$ cat config.mk
export PLATFORM = sky130hd
export DESIGN_NAME = reg_bank_sched
export DESIGN_NICKNAME = d
export VERILOG_FILES = /design/src/rtl/reg_bank_sched.sv
export SDC_FILE = /design/constraint.sdc
export NUM_CORES = 1
export LEC_CHECK = 0
export ABC_AREA = 1
export BUFFER_PORTS_ARGS = -buffer_cell sky130_fd_sc_hd__buf_2
export CAP_MARGIN = 20
export CORE_AREA = 2 2 106 108
export DETAILED_ROUTE_END_ITERATION = 16
export DIE_AREA = 0 0 108 110
export PLACE_DENSITY = 0.56
export RECOVER_POWER = 100
export REMOVE_ABC_BUFFERS = 1
export SLEW_MARGIN = 30
export SYNTH_ARGS = -nofsm -noshare
export SYNTH_HDL_FRONTEND = slang
export SYNTH_SLANG_ARGS = --single-unit
$ cat constraint.sdc
create_clock -name clk -period 3.15 [get_ports clk]
set_input_delay 0.315 -clock clk [delete_from_list [all_inputs] [get_ports clk]]
set_output_delay 0.315 -clock clk [all_outputs]
set_load 0.005 [all_outputs]
$ cat src/rtl/reg_bank_sched.sv
// reg_bank_sched: round-robin scheduler serialising load/add/sub/clear requests onto a four-register bank.
// Defining REG_BANK_SCHED_SAT_EN makes add/sub saturate instead of wrapping.
module reg_bank_sched #(
  parameter int NREQ = 4,
  parameter int DW = 8,
  parameter int EXEC_CYC = 1
) (
  input  logic                 clk,
  input  logic                 rst,
  input  logic [NREQ-1:0]      req,
  input  logic [2*NREQ-1:0]    req_idx,
  input  logic [2*NREQ-1:0]    req_op,
  input  logic [DW*NREQ-1:0]   req_data,
  output logic [NREQ-1:0]      gnt,
  output logic                 done,
  output logic                 busy,
  output logic [DW-1:0]        a,
  output logic [DW-1:0]        b,
  output logic [DW-1:0]        c,
  output logic [DW-1:0]        d
);
  localparam int PW = $clog2(NREQ);
  typedef enum logic {IDLE, EXEC} state_t;
  state_t r_state, w_next;
  logic [PW-1:0] r_ptr, w_win, w_j;
  logic [3:0] r_cnt;
  logic [1:0] r_idx, r_op;
  logic [DW-1:0] r_data, w_cur, w_add, w_sub, w_res;
  logic [DW-1:0] r_regs [4];
  logic [NREQ-1:0] r_gnt;
  logic r_done;
  logic w_take;
  assign busy = r_state == EXEC;
  assign w_take = r_state == IDLE && |req;
  assign gnt = r_gnt;
  assign done = r_done;
  assign a = r_regs[0];
  assign b = r_regs[1];
  assign c = r_regs[2];
  assign d = r_regs[3];
  assign w_cur = r_regs[r_idx];
`ifdef REG_BANK_SCHED_SAT_EN
  logic [DW:0] w_sum;
  assign w_sum = {1'b0, w_cur} + {1'b0, r_data};
  assign w_add = w_sum[DW] ? '1 : w_sum[DW-1:0];
  assign w_sub = w_cur < r_data ? '0 : w_cur - r_data;
`else
  assign w_add = w_cur + r_data;
  assign w_sub = w_cur - r_data;
`endif
  assign w_res = r_op == 2'b00 ? r_data : r_op == 2'b01 ? w_add : r_op == 2'b10 ? w_sub : '0;
  // winner: first requester at or after the pointer; scanning downward lets the nearest one overwrite
  always_comb begin
    w_win = r_ptr;
    w_j = '0;
    for (int k = NREQ - 1; k >= 0; k--) begin
      w_j = PW'((int'(r_ptr) + k) % NREQ);
      if (req[w_j]) w_win = w_j;
    end
  end
  // next state: leave IDLE on any request, leave EXEC once the counter has run out
  always_comb begin
    w_next = r_state == IDLE ? (|req ? EXEC : IDLE) : (r_cnt == 4'd0 ? IDLE : EXEC);
  end
  // state register
  always_ff @(posedge clk) begin
    if (!rst) r_state <= IDLE;
    else r_state <= w_next;
  end
  // grant latching, execute countdown and register write-back
  always_ff @(posedge clk) begin
    if (!rst) begin
      r_ptr <= '0;
      r_cnt <= '0;
      r_idx <= '0;
      r_op <= '0;
      r_data <= '0;
      r_gnt <= '0;
      r_done <= 1'b0;
      for (int i = 0; i < 4; i++) r_regs[i] <= '0;
    end else begin
      r_gnt <= '0;
      r_done <= 1'b0;
      if (w_take) begin
        r_idx <= req_idx[2*w_win +: 2];
        r_op <= req_op[2*w_win +: 2];
        r_data <= req_data[DW*w_win +: DW];
        r_gnt <= NREQ'(1) << w_win;
        r_cnt <= 4'(EXEC_CYC - 1);
        r_ptr <= w_win == PW'(NREQ - 1) ? '0 : w_win + 1'b1;
      end else if (busy) begin
        if (r_cnt != 4'd0) r_cnt <= r_cnt - 1'b1;
        else begin
          r_regs[r_idx] <= w_res;
          r_done <= 1'b1;
        end
      end
    end
  end
endmodule
==> After elaboration in Yosys (flattened, before gate mapping) <==
Memory sizes are Yosys's and may differ from the RTL's. A register that Yosys moved wholly into a read port is not among the register bits.
Index checks and enable logic that the tools add are counted.
{ "classes": {"addsub": 7, "reduce_logical": 9, "order_cmp": 4, "eq_ne": 3, "mux": 30, "shifts": 4, "bitwise_logic": 2} }
{ "ops": {"columns": ["operator", "count"], "rows": [
  ["two-way mux 8 bit", 4],
  ["indexed part select 32 x 6 -> 8 bit", 1],
  ["two-way mux 2 bit", 8],
  ["indexed part select 8 x 4 -> 2 bit", 2],
  ["two-way mux 1 bit", 14],
  ["< comparator 2 x 3 -> 1 bit, second input constant", 4],
  ["adder 8 bit", 1],
  ["binary-select mux 1 bit (select 2 bit)", 4],
  ["OR reduction 8 bit", 1],
  ["subtractor 8 bit", 1],
  ["adder 2 x 1 -> 2 bit, second input constant", 2],
  ["adder 2 bit, second input constant", 2],
  ["equality test 2 bit, second input constant", 2],
  ["logical NOT 4 bit", 1],
  ["AND reduction 2 bit", 2],
  ["nonzero test 4 bit", 1],
  ["OR reduction 4 bit", 1],
  ["<< shifter 1 x 2 -> 4 bit, first input constant", 1],
  ["subtractor 4 x 1 -> 4 bit, second input constant", 1],
  ["equality test 2 x 1 -> 1 bit, second input constant", 1],
  ["logical NOT 2 bit", 1],
  ["NOT 1 bit", 2],
  ["OR reduction 2 bit", 1],
  ["logical AND 1 bit", 1]
]} }
{ "word_totals": {"reg_bits": 24, "mem_count": 1, "ram_bits": 32, "input_bits": 54, "output_inout_bits": 38, "word_cells": 68} }
{ "mem_list": {"columns": ["name", "depth", "width", "rd", "rd_clocked_by_memory_dff", "write_ports", "line", "source"], "rows": [
  ["r_regs", 4, 8, 5, 1, 4, "29", "logic [DW-1:0] r_regs [4];"]
]} }

==> Longest topological paths before layout <==
Gate-level depths: netlist (run 1).
{ "depth": {"depth_word": 10, "depth_mapped": 16, "mapped_depth_nobuf": 15} }

==> Worst setup path before layout (run 1) <==
OpenSTA, ideal clock, no wires.
{ "synth_path": {"kind": "register to register", "from": "reg with a tool-made name", "to": "mem r_regs[2][7] (data pin)", "required_time_ns": 2.896, "period_less_slack_ns": 2.519, "setup_ns": 0.254, "stages_incl_launch_ff": 16, "path_slack_ns": 0.631, "path_buffers": 3, "arrival_ns": 2.264, "path_cell_list": "dfxtp_1 buf_2 inv_1 clkbuf_1 nor2_1 o22ai_1 ha_1 clkbuf_2 a21oi_1 nand2_1 a21oi_1 nor2_1 o21ai_0 nand2_1 nand2_1 nor2_1"} }
{ "synth_lines": {"columns": ["element", "line"], "rows": [
  ["to (decl)", "29"]
]} }

==> run_results.csv, run 1 <==
group,metric,value,unit
yosys,synth-edff-count,32,
run,maxCapViolCount,0,
yosys,synth.distinct_cells,34,
timing,setup_viol,0,
setup_path,timing.critical_path.arrival,2.91,ns
timing,tns,0,ns
place,dp_hpwl,8.08,mm
setup_path,cp-end-kind,"flip-flop",
floorplan,die_area,11900,um2
yosys,ys_seq_area_frac,0.400,
timing,clock_skew,0.00841,ns
final_layout,drive_gt1_frac,0.153,
yosys,yosys.area_share.simple,0.333,
yosys,synth_compound_area_frac,0.0976,
yosys,yosys-mux-area-fraction,0,
global_route,grtUsageTotal,0.184,
clock_network,clock-sinks,58,
routing,dr.first_iter.drc_count,195,
final_layout,area_growth,19.4,%
final_layout,final_area,4430,um2
final_layout,final_common_cell,"nand2_1",
timing,period_minus_slack,2.81,ns
timing,clock.fmax,356,MHz
floorplan,fp.dieH,110,um
final_layout,fin_cells,754,
yosys,synthCells,521,
final_layout,final_cell_mix,"nand2_1 (165), buf_2 (65), inv_1 (60), nand3_1 (59), nor2_1 (54)",
global_route,grt_pass1_wl,16.9,mm
yosys,synth_top_family_by_area,"simple AND/OR/NAND/NOR gates",
yosys,syn-cell-area,3710,um2
floorplan,io_pins,92,
final_layout,layout.nets,681,
clock_network,cts.reportedPaths.clkPinSlew,0.07,ns
yosys,async_flop_share,0,
global_route,globalRoute.totalOverflow,0,
setup_path,startpoint_type,"flip-flop",
clock_network,cts_root_buffer,"clkbuf_8",
routing,drc_errors,0,
yosys,avgSynthCellArea,7.11,um2
yosys,yosysWarnings,0,
yosys,synth-main-ff-cell,"edfxtp_1",
routing,viasPerCell,4.85,
place,post-place-cells,737,
final_layout,final_util,0.414,
setup_path,path_class,"reg -> reg",
timing,hold_slack,0.265,ns
floorplan,core_area,10700,um2
routing,ant_nets,0,
floorplan,chipWidth,108,um
hold_path,hold_path_class,"in -> reg",
pwr,leakage,2.13,nW
place,port-buffer-count,91,
clock_network,ctsHtreeMaxLevel,3,
clock_network,insertion_delay,0.34,ns
pwr,ir_drop,391,uV
clock_network,numCtsBuffers,9,
routing,wirelength,10.6,mm
final_layout,diodes,0,
routing,vias,3654,
setup_path,cp.required,3.25,ns
global_route,grt_pass1_vias,3589,
place,gp_congestion,0.895,
outcome,status,"finished, final reports clean",
routing,first_pass_iters,6,
timing,worst_pin_slew,0.818,ns
yosys,ys_ff_latch,58,
clock_network,ctsLongestPathBuffers,2,
timing,maxSlewViolCount,0,
global_route,grt_max_degree,27,
yosys,synth-adder-area-share,0.0648,
setup_path,worst-path-max-fanout,16,
floorplan,start_util,0.346,
yosys,synthXorXnorAreaFrac,0.00945,
global_route,antenna_found_initial,0,
floorplan,row_count,38,
timing,slew_headroom,0.454,
place,postPlaceCellArea,4250,um2
timing,period_share,0.891,
pwr,p_per_area,1050,nW/um2
timing,final_hold_viol_count,0,
clock_network,cts_tree,"done",
routing,wire_per_inst,14.0,um
==> routing by layer <==
| metal | wire length, um | part of all wire | track usage | up-vias |
|---|---|---|---|---|
| li1 | - | - | - | 1870 |
| met4 | 170 | 0.016 | 0.0742 | 0 |
| met3 | 564 | 0.053 | 0.0288 | 18 |
| met1 | 4490 | 0.42 | 0.229 | 1670 |
| met5 | 0 | 0 | 0 | - |
| met2 | 5360 | 0.51 | 0.322 | 96 |
==> synthesized netlist by cell type (2+ instances only) <==
cell type  count  area share
inv_1         54       0.055
nor2_1        54       0.055
o22ai_1        6       0.010
nor3_1         3      0.0041
buf_4          3      0.0061
nand4_1        5      0.0084
buf_2          5      0.0068
buf_6          3      0.0091
inv_2         10       0.010
dfxtp_1       26        0.14
nand3_1       59       0.080
a32oi_1        2      0.0047
o211ai_1       3      0.0061
o21ai_1        2      0.0027
nand2_1      163        0.17
edfxtp_1      32        0.26
xor2_1         4      0.0095
nand2_4        2      0.0061
a21oi_1       27       0.036
nand2_2        2      0.0034
fa_1           2       0.011
o21ai_0       23       0.031
ha_1          16       0.054
clkbuf_1       5      0.0051
==> final timing paths <==
kind | startpoint | to | slack, ns | cells after the start
setup / recovery | flip-flop | r_regs[1][4]$_SDFFCE_PN0P_ | 0.34 | 11
hold / removal | req_data[28] | r_data[4]$_SDFFE_PN0N_ | 0.27 | 5
setup reg to reg | flip-flop | r_regs[1][4]$_SDFFCE_PN0P_ | 0.34 | 11
hold reg to reg | r_cnt[3]$_SDFFE_PP0P_ | r_cnt[3]$_SDFFE_PP0P_ | 0.48 | 2
==> report_power, final <==
part / switching, mW / internal [mW] / leakage (nW)
Sequential: 0.188 / 0.992 / 0.547
Clock: 0.323 / 0.444 / 0.103
Combinational: 1.80 / 0.887 / 1.48
==> layout make-up <==
cell class	instances	area, um2
clock inverter	7	92.6
multi-input combinational	380	1850
fill	1170	6270
inverter	66	254
tap	140	175
clock buffer	9	124
timing repair buffer	94	445
sequential	58	1480
==> registers in the layout (all words and copies together) (netlist names), named ones only <==
signal / cells
busy: 1
done: 1
gnt: 4
r_cnt: 4
r_data: 8
r_idx: 2
r_op: 2
r_ptr: 2
r_regs: 32
==> per-stage QoR <==
stage               power, mW  worst slack (ns)
floorplan                3.13             0.596
global placement         3.89             0.316
detailed placement       3.88             0.284
CTS                      4.67             0.267
global route             5.09         -0.000601
finish                   4.63             0.343
==> cell families (layout without fill, tap and decap cells) <==
kind of cell             Yosys count  count (layout)
AO/OA/AOI/OAI                     66              66
flip-flops                        58              58
adder cells (fa/ha/maj)           18              18
AND/OR/NAND/NOR                  292             292
buffers and inverters             83             176
XOR/XNOR                           4               4
==> what timing repair did <==
| action | 4_1_cts | 5_1_grt |
|---|---|---|
| endpoints found under the setup margin | 0 | 8 |
| setup buffers | 0 | 1 |
| resized for setup | 0 | 1 |
| hold buffers | 0 | 0 |
==> critical path, stage by stage, from the launching register on <==
cell and delay [ns]:
dfxtp_1 0.32, inv_1 0.33, nand2_1 0.11, a32oi_1 0.47
inv_1 0.12, fa_1 0.43, inv_1 0.11, a31oi_1 0.11
xor2_1 0.20, o221ai_1 0.22, nand2_1 0.11, inv_1 0.05
Note: power is estimated with default switching activity, not from simulation.
==> run 2: changes to the inputs <==
--- a/config.mk
+++ b/config.mk
@@ -8,9 +8,10 @@
 export ABC_AREA = 1
 export BUFFER_PORTS_ARGS = -buffer_cell sky130_fd_sc_hd__buf_2
 export CAP_MARGIN = 20
-export CORE_AREA = 2 2 106 108
+export CORE_AREA = 3 3 107 109
+export CTS_BUF_LIST = sky130_fd_sc_hd__clkbuf_8
 export DETAILED_ROUTE_END_ITERATION = 16
-export DIE_AREA = 0 0 108 110
+export DIE_AREA = 0 0 110 112
 export PLACE_DENSITY = 0.56
 export RECOVER_POWER = 100
 export REMOVE_ABC_BUFFERS = 1
==> run 2 against run 1 <==
Combinational power barely moved. Non-clock buffer count rose by 3. Flip-flop and latch count did not move. Cell count rose by 0.40%. Sequential power barely moved. Via count rose by 0.47%. Critical path depth rose by 2. Clock power rose by 2%. Critical path type unchanged. Largest cell class unchanged. Largest power group unchanged. Highest routed layer unchanged.
==> run_results.csv, run 2 (synthesis gave the netlist of run 1 again) <==
group,metric,value,unit
floorplan,chipWidth,110,um
final_layout,drive_gt1_frac,0.190,
final_layout,regMostFlops,"r_regs",
final_layout,final_cell_mix,"nand2_1 (165), buf_2 (81), nand3_1 (59), inv_1 (57), nor2_1 (55)",
timing,maxSlewViolCount,0,
clock_network,cts.reportedPaths.clkPinSlew,0.07,ns
routing,vias,3671,
setup_path,worst-path-max-fanout,7,
global_route,grt_pass1_wl,16.9,mm
floorplan,core_area,10700,um2
routing,ant_nets,0,
clock_network,numCtsBuffers,9,
setup_path,worstRegToRegCells,13,
pwr,ir_drop,346,uV
pwr,p_per_area,1040,nW/um2
timing,tns,0,ns
routing,drc_errors,0,
routing,dr.first_iter.drc_count,248,
timing,worst_pin_slew,0.745,ns
final_layout,fillers,1137,
timing,clock.fmax,346,MHz
global_route,globalRoute.totalOverflow,0,
routing,first_pass_iters,4,
clock_network,clock-sinks,58,
setup_path,path_class,"reg -> reg",
hold_path,hold_start,"req_data[11]",
global_route,grt_pass1_vias,3566,
pwr,leakage,2.20,nW
setup_path,cp_slowest_cell,"dfxtp_1",
routing,wirelength,10.6,mm
timing,slew_headroom,0.502,
clock_network,cts_tree,"done",
timing,period_share,0.917,
setup_path,cp-end-kind,"flip-flop",
final_layout,largest_reg_flops,32,
clock_network,ctsHtreeMaxLevel,3,
global_route,grt_max_degree,27,
floorplan,fp.dieH,112,um
floorplan,row_count,38,
setup_path,cp_slowest_stage_delay,0.47,ns
setup_path,crit_path_frequent_cell,"nand2_1",
final_layout,final_area,4470,um2
setup_path,path_buf_inv,3,
setup_path,cp_num_cells,13,
floorplan,io_pins,92,
floorplan,start_util,0.346,
final_layout,final_common_cell,"nand2_1",
place,dp_hpwl,8.29,mm
final_layout,diodes,0,
clock_network,ctsLongestPathBuffers,2,
setup_path,cp_cell_sequence,"clkinvlp_4 -> clkbuf_4 -> a21oi_1 -> a32oi_1 -> ha_1 -> fa_1 -> nand2_1 -> a21oi_1 -> o21ai_0 -> nand2_1 -> o221ai_1 -> nand2_1 -> inv_1",
place,post-place-cells,737,
final_layout,layout.nets,684,
setup_path,startpoint_type,"flip-flop",
hold_path,hold_path_class,"in -> reg",
global_route,grtUsageTotal,0.175,
timing,final_hold_viol_count,0,
place,postPlaceCellArea,4250,um2
setup_path,cp.required,3.36,ns
global_route,antenna_found_initial,0,
timing,period_minus_slack,2.89,ns
place,gp_congestion,0.935,
clock_network,cts_hold_buf,0,
timing,setup_viol,0,
final_layout,reg_top3,"r_regs (32), r_data (8)",
routing,wire_per_inst,13.9,um
final_layout,area_growth,20.6,%
clock_network,insertion_delay,0.34,ns
floorplan,die_area,12300,um2
setup_path,critPathTopFamily,"compound AO/OA/AOI/OAI gates",
timing,clock_skew,0.0169,ns
hold_path,hold-path-cell-count,5,
clock_network,cts_root_buffer,"clkbuf_8",
run,maxCapViolCount,0,
place,port-buffer-count,91,
outcome,status,"finished, final reports clean",
routing,viasPerCell,4.85,
timing,rsz0062_at_grt,"false",
pwr,total_power,4.67,mW
final_layout,final_util,0.418,
final_layout,fin_cells,757,
setup_path,timing.critical_path.arrival,3.09,ns
-- run 2: cell types whose count changed in the layout (fill, tap and decap cells not counted), sizes merged --
| cell | before | now |
|---|---|---|
| clkinv | 3 | 2 |
| clkbuf | 34 | 21 |
| inv | 65 | 66 |
| buf | 69 | 85 |
-- run 2: path summary, 6_finish.rpt --
check                                             endpoint  slack, ns
worst max-delay path            r_regs[0][4]$_SDFFCE_PN0P_       0.26
worst min-delay path                r_data[3]$_SDFFE_PN0N_       0.27
worst max register to register  r_regs[0][4]$_SDFFCE_PN0P_       0.26
worst min register to register       r_cnt[1]$_SDFFE_PP0P_       0.49
-- run 2: cell type report --
cell class              count  area, um2  area share
inverters                  66        254      0.0568
well taps                 140        175      0.0392
clock inverters             7        101      0.0227
flip-flops and latches     58       1480       0.331
clock buffers               9        124      0.0277
multi-input cells         380       1850       0.413
repair buffers             97        488       0.109
-- run 2: report_power, final --
part | switching, mW | internal [mW] | total (mW)
sequential | 0.185 | 0.992 | 1.18
clock | 0.334 | 0.451 | 0.785
combinational | 1.79 | 0.915 | 2.70
total | 2.31 | 2.36 | 4.67
-- run 2: repair_timing --
item                                    CTS  global route
endpoints found under the setup margin    0             4
hold endpoints to repair                  0             0
buffers inserted                          0             4
resized for setup                         0             1
-- run 2: tightest hold or removal path, stage by stage --
cell	delay, ns
buf_2	0.07
nand2_1	0.05
nand2_1	0.05
nand2_1	0.04
nand3_1	0.05
-- run 2: per-stage QoR --
step,worst slack (ns),hold slack (ns)
5_1_grt,0.0227,0.294
3_3_place_gp,0.375,0.458
4_1_cts,0.306,0.261
2_1_floorplan,0.596,0.442
6_report,0.263,0.271
3_5_place_dp,0.347,0.473
-- run 2: metal layers --
metal	vias up	global-route usage	share of wire
met5	-	0	0
li1	1873	-	-
met4	0	0.0590	0.021
met3	16	0.0365	0.041
met1	1695	0.213	0.43
met2	87	0.303	0.51
==> run 3: changes to the inputs <==
--- a/config.mk
+++ b/config.mk
@@ -5,16 +5,16 @@
 export SDC_FILE = /design/constraint.sdc
 export NUM_CORES = 1
 export LEC_CHECK = 0
-export ABC_AREA = 1
 export BUFFER_PORTS_ARGS = -buffer_cell sky130_fd_sc_hd__buf_2
 export CAP_MARGIN = 20
-export CORE_AREA = 3 3 107 109
+export CORE_AREA = 3 3 103 105
 export CTS_BUF_LIST = sky130_fd_sc_hd__clkbuf_8
 export DETAILED_ROUTE_END_ITERATION = 16
-export DIE_AREA = 0 0 110 112
-export PLACE_DENSITY = 0.56
+export DIE_AREA = 0 0 106 108
+export PLACE_DENSITY = 0.57
 export RECOVER_POWER = 100
 export REMOVE_ABC_BUFFERS = 1
+export SETUP_SLACK_MARGIN = 0.02
 export SLEW_MARGIN = 30
 export SYNTH_ARGS = -nofsm -noshare
 export SYNTH_HDL_FRONTEND = slang
==> run 3 against run 2 <==
Synthesized area down 7.5%. Highest routed layer unchanged. Maximum frequency down 2.2%. Register-to-register slack worse by 0.07 ns. Clock-buffer cell count up 1. Synthesized cell count down 34%. Critical endpoint is now r_regs[0][7]$_SDFFCE_PN0P_. Routed wire length down 7.2%. Flip-flop and latch count unchanged.
==> run_results.csv, run 3 <==
group,metric,value,unit
floorplan,start_util,0.352,
clock_network,cts_root_buffer,"clkbuf_8",
final_layout,final_area,4220,um2
floorplan,die_area,11400,um2
setup_path,cp_slowest_stage_delay,0.56,ns
routing,wire_per_inst,17.1,um
yosys,yosysWarnings,0,
yosys,yosys-top-cells-area,"edfxtp_1 (28%), dfxtp_1 (15%), ha_1 (5.8%)",
place,pre_cts_ws,0.0805,ns
final_layout,reg_top3,"r_regs (32), r_data (8)",
yosys,synth_top_area_frac,0.280,
place,gp_congestion,0.889,
timing,timing.final.ws_setup,0.196,ns
setup_path,cp_cell_sequence,"mux4_2 -> ha_1 -> nand2b_1 -> a221o_1 -> a21oi_1 -> a31oi_1 -> o21ai_0 -> buf_4 -> nor3_1",
yosys,ys_seq_area_frac,0.432,
final_layout,regMostFlops,"r_regs",
floorplan,row_count,36,
floorplan,chipWidth,106,um
timing,setup_viol,0,
final_layout,area_growth,23.0,%
yosys,synth-main-ff-cell,"edfxtp_1",
timing,maxSlewViolCount,0,
place,port-buffer-count,91,
final_layout,final_cell_mix,"buf_2 (66), nor2_1 (47), edfxtp_1 (32), nand2_1 (29), clkbuf_1 (27)",
routing,viasPerCell,5.18,
clock_network,cts.reportedPaths.clkPinSlew,0.08,ns
timing,clock.fmax,339,MHz
pwr,leakage,1.73,nW
clock_network,ctsHtreeMaxLevel,3,
hold_path,hold_path_class,"in -> reg",
setup_path,cp.required,3.22,ns
timing,period_share,0.938,
timing,clock_skew,0.0115,ns
place,post-place-cells,558,
routing,vias,2971,
pwr,p_per_area,634,nW/um2
global_route,antenna_found_initial,0,
final_layout,final_common_cell,"buf_2",
routing,drc_errors,0,
floorplan,io_pins,92,
clock_network,cts_tree,"done",
clock_network,post-cts-setup-buffers,0,
clock_network,numCtsBuffers,9,
final_layout,fin_cells,574,
final_layout,largest_reg_flops,32,
yosys,async_flop_share,0,
final_layout,fillers,994,
outcome,status,"finished, final reports clean",
yosys,synth_most_common_cell,"nor2_1",
setup_path,startpoint_type,"flip-flop",
timing,final_hold_viol_count,0,
routing,ant_nets,0,
yosys,ys_top_cells_by_count,"nor2_1 (46), edfxtp_1 (32), nand2_1 (29)",
timing,slew_headroom,0.419,
global_route,grt_pass1_wl,15.5,mm
setup_path,cp_slowest_cell,"mux4_2",
yosys,synth-edff-count,32,
final_layout,diodes,0,
clock_network,insertion_delay,0.34,ns
yosys,ys_ff_latch,58,
yosys,avgSynthCellArea,10.0,um2
routing,wirelength,9.80,mm
yosys,synthCells,343,
setup_path,timing.critical_path.arrival,3.03,ns
pwr,ir_drop,275,uV
clock_network,clock-sinks,58,
floorplan,fp.dieH,108,um
place,postPlaceCellArea,4040,um2
timing,period_minus_slack,2.95,ns
timing,worst_pin_slew,0.870,ns
floorplan,core_area,9730,um2
setup_path,worst-path-max-fanout,4,
clock_network,ctsLongestPathBuffers,2,
timing,tns,0,ns
setup_path,cp-end-kind,"flip-flop",
yosys,syn-cell-area,3430,um2
final_layout,layout.nets,508,
routing,dr.first_iter.drc_count,155,
yosys,synth.distinct_cells,60,
run,maxCapViolCount,0,
timing,rsz0062_at_grt,"false",
setup_path,path_class,"reg -> reg",
pwr,total_power,2.67,mW
global_route,grtUsageTotal,0.175,
final_layout,drive_gt1_frac,0.224,
routing,first_pass_iters,4,
yosys,synth_area_leader_cell,"edfxtp_1",
place,dp_hpwl,7.62,mm
global_route,grt_pass1_vias,3074,
global_route,grt_max_degree,21,
global_route,globalRoute.totalOverflow,0,
run 3: cell count changes after synthesis, moves of 7 or more:
cell	previous run	this run
nor3_1	3	10
a221o_1	0	11
nand2_1	163	29
inv_2	10	2
mux2i_1	0	18
nor2b_1	0	8
a21oi_1	27	17
nand3_1	59	4
inv_1	54	22
nor2_1	54	46
o21ai_0	23	7
run 3: logic make-up (layout without fill, tap and decap cells):
family | Yosys count | count (layout) | share of synthesized area
AND/OR/NAND/NOR | 114 | 114 | 0.151
multiplexers | 26 | 26 | 0.111
flip-flops | 58 | 58 | 0.432
XOR/XNOR | 7 | 7 | 0.0201
AO/OA/AOI/OAI | 81 | 81 | 0.167
adder cells (fa/ha/maj) | 18 | 18 | 0.0700
buffers and inverters | 39 | 137 | 0.0493
run 3: repair_timing:
| item | in CTS | in global routing |
|---|---|---|
| endpoints found under the setup margin | 0 | 15 |
| resized for setup | 0 | 5 |
| hold buffers | 0 | 0 |
run 3: power breakdown:
group	switching (mW)	internal [mW]	total (mW)
combinational	0.504	0.401	0.905
sequential	0.107	0.884	0.991
clock	0.310	0.469	0.778
run 3: final cells by class:
type	instances	area, um2	share of cell area
Multi-Input combinational cell	246	1790	0.425
Timing Repair Buffer	97	462	0.109
Tap cell	133	166	0.0395
Clock inverter	6	85.1	0.0202
Sequential cell	58	1490	0.352
Clock buffer	10	138	0.0326
Inverter	24	90.1	0.0214
run 3: worst max-delay path, delay by kind of cell, from the launching register on:
family,cells,cell delay (ns)
flip-flops,1,0.43
adder cells (fa/ha/maj),1,0.31
buffers and inverters,1,0.16
AND/OR/NAND/NOR,2,0.23
multiplexers,1,0.56
AO/OA/AOI/OAI,4,0.99
run 3: per-layer routing:
| layer | global-route usage | wire length [um] |
|---|---|---|
| met1 | 0.217 | 4160 |
| met2 | 0.301 | 5010 |
| met3 | 0.0388 | 502 |
| met4 | 0.0657 | 126 |
| met5 | 0 | 0 |
run 3: final timing paths:
kind                                from                         end  slack, ns  depth (start not counted)
hold / removal               req_data[3]      r_data[3]$_SDFFE_PN0N_       0.19                          2
hold reg to reg    r_cnt[3]$_SDFFE_PP0P_       r_cnt[3]$_SDFFE_PP0P_       0.52                          2
setup reg to reg  r_regs[3][1]$_DFFE_PP_  r_regs[0][7]$_SDFFCE_PN0P_       0.20                          9
setup / recovery  r_regs[3][1]$_DFFE_PP_  r_regs[0][7]$_SDFFCE_PN0P_       0.20                          9
run 3: per-stage QoR:
| step | hold slack (ns) | utilization |
|---|---|---|
| finish | 0.195 | 0.434 |
| global route | 0.188 | 0.434 |
| CTS | 0.184 | 0.438 |
| detailed placement | 0.503 | 0.415 |
| global placement | 0.505 | 0.414 |
| floorplan | 0.421 | - |
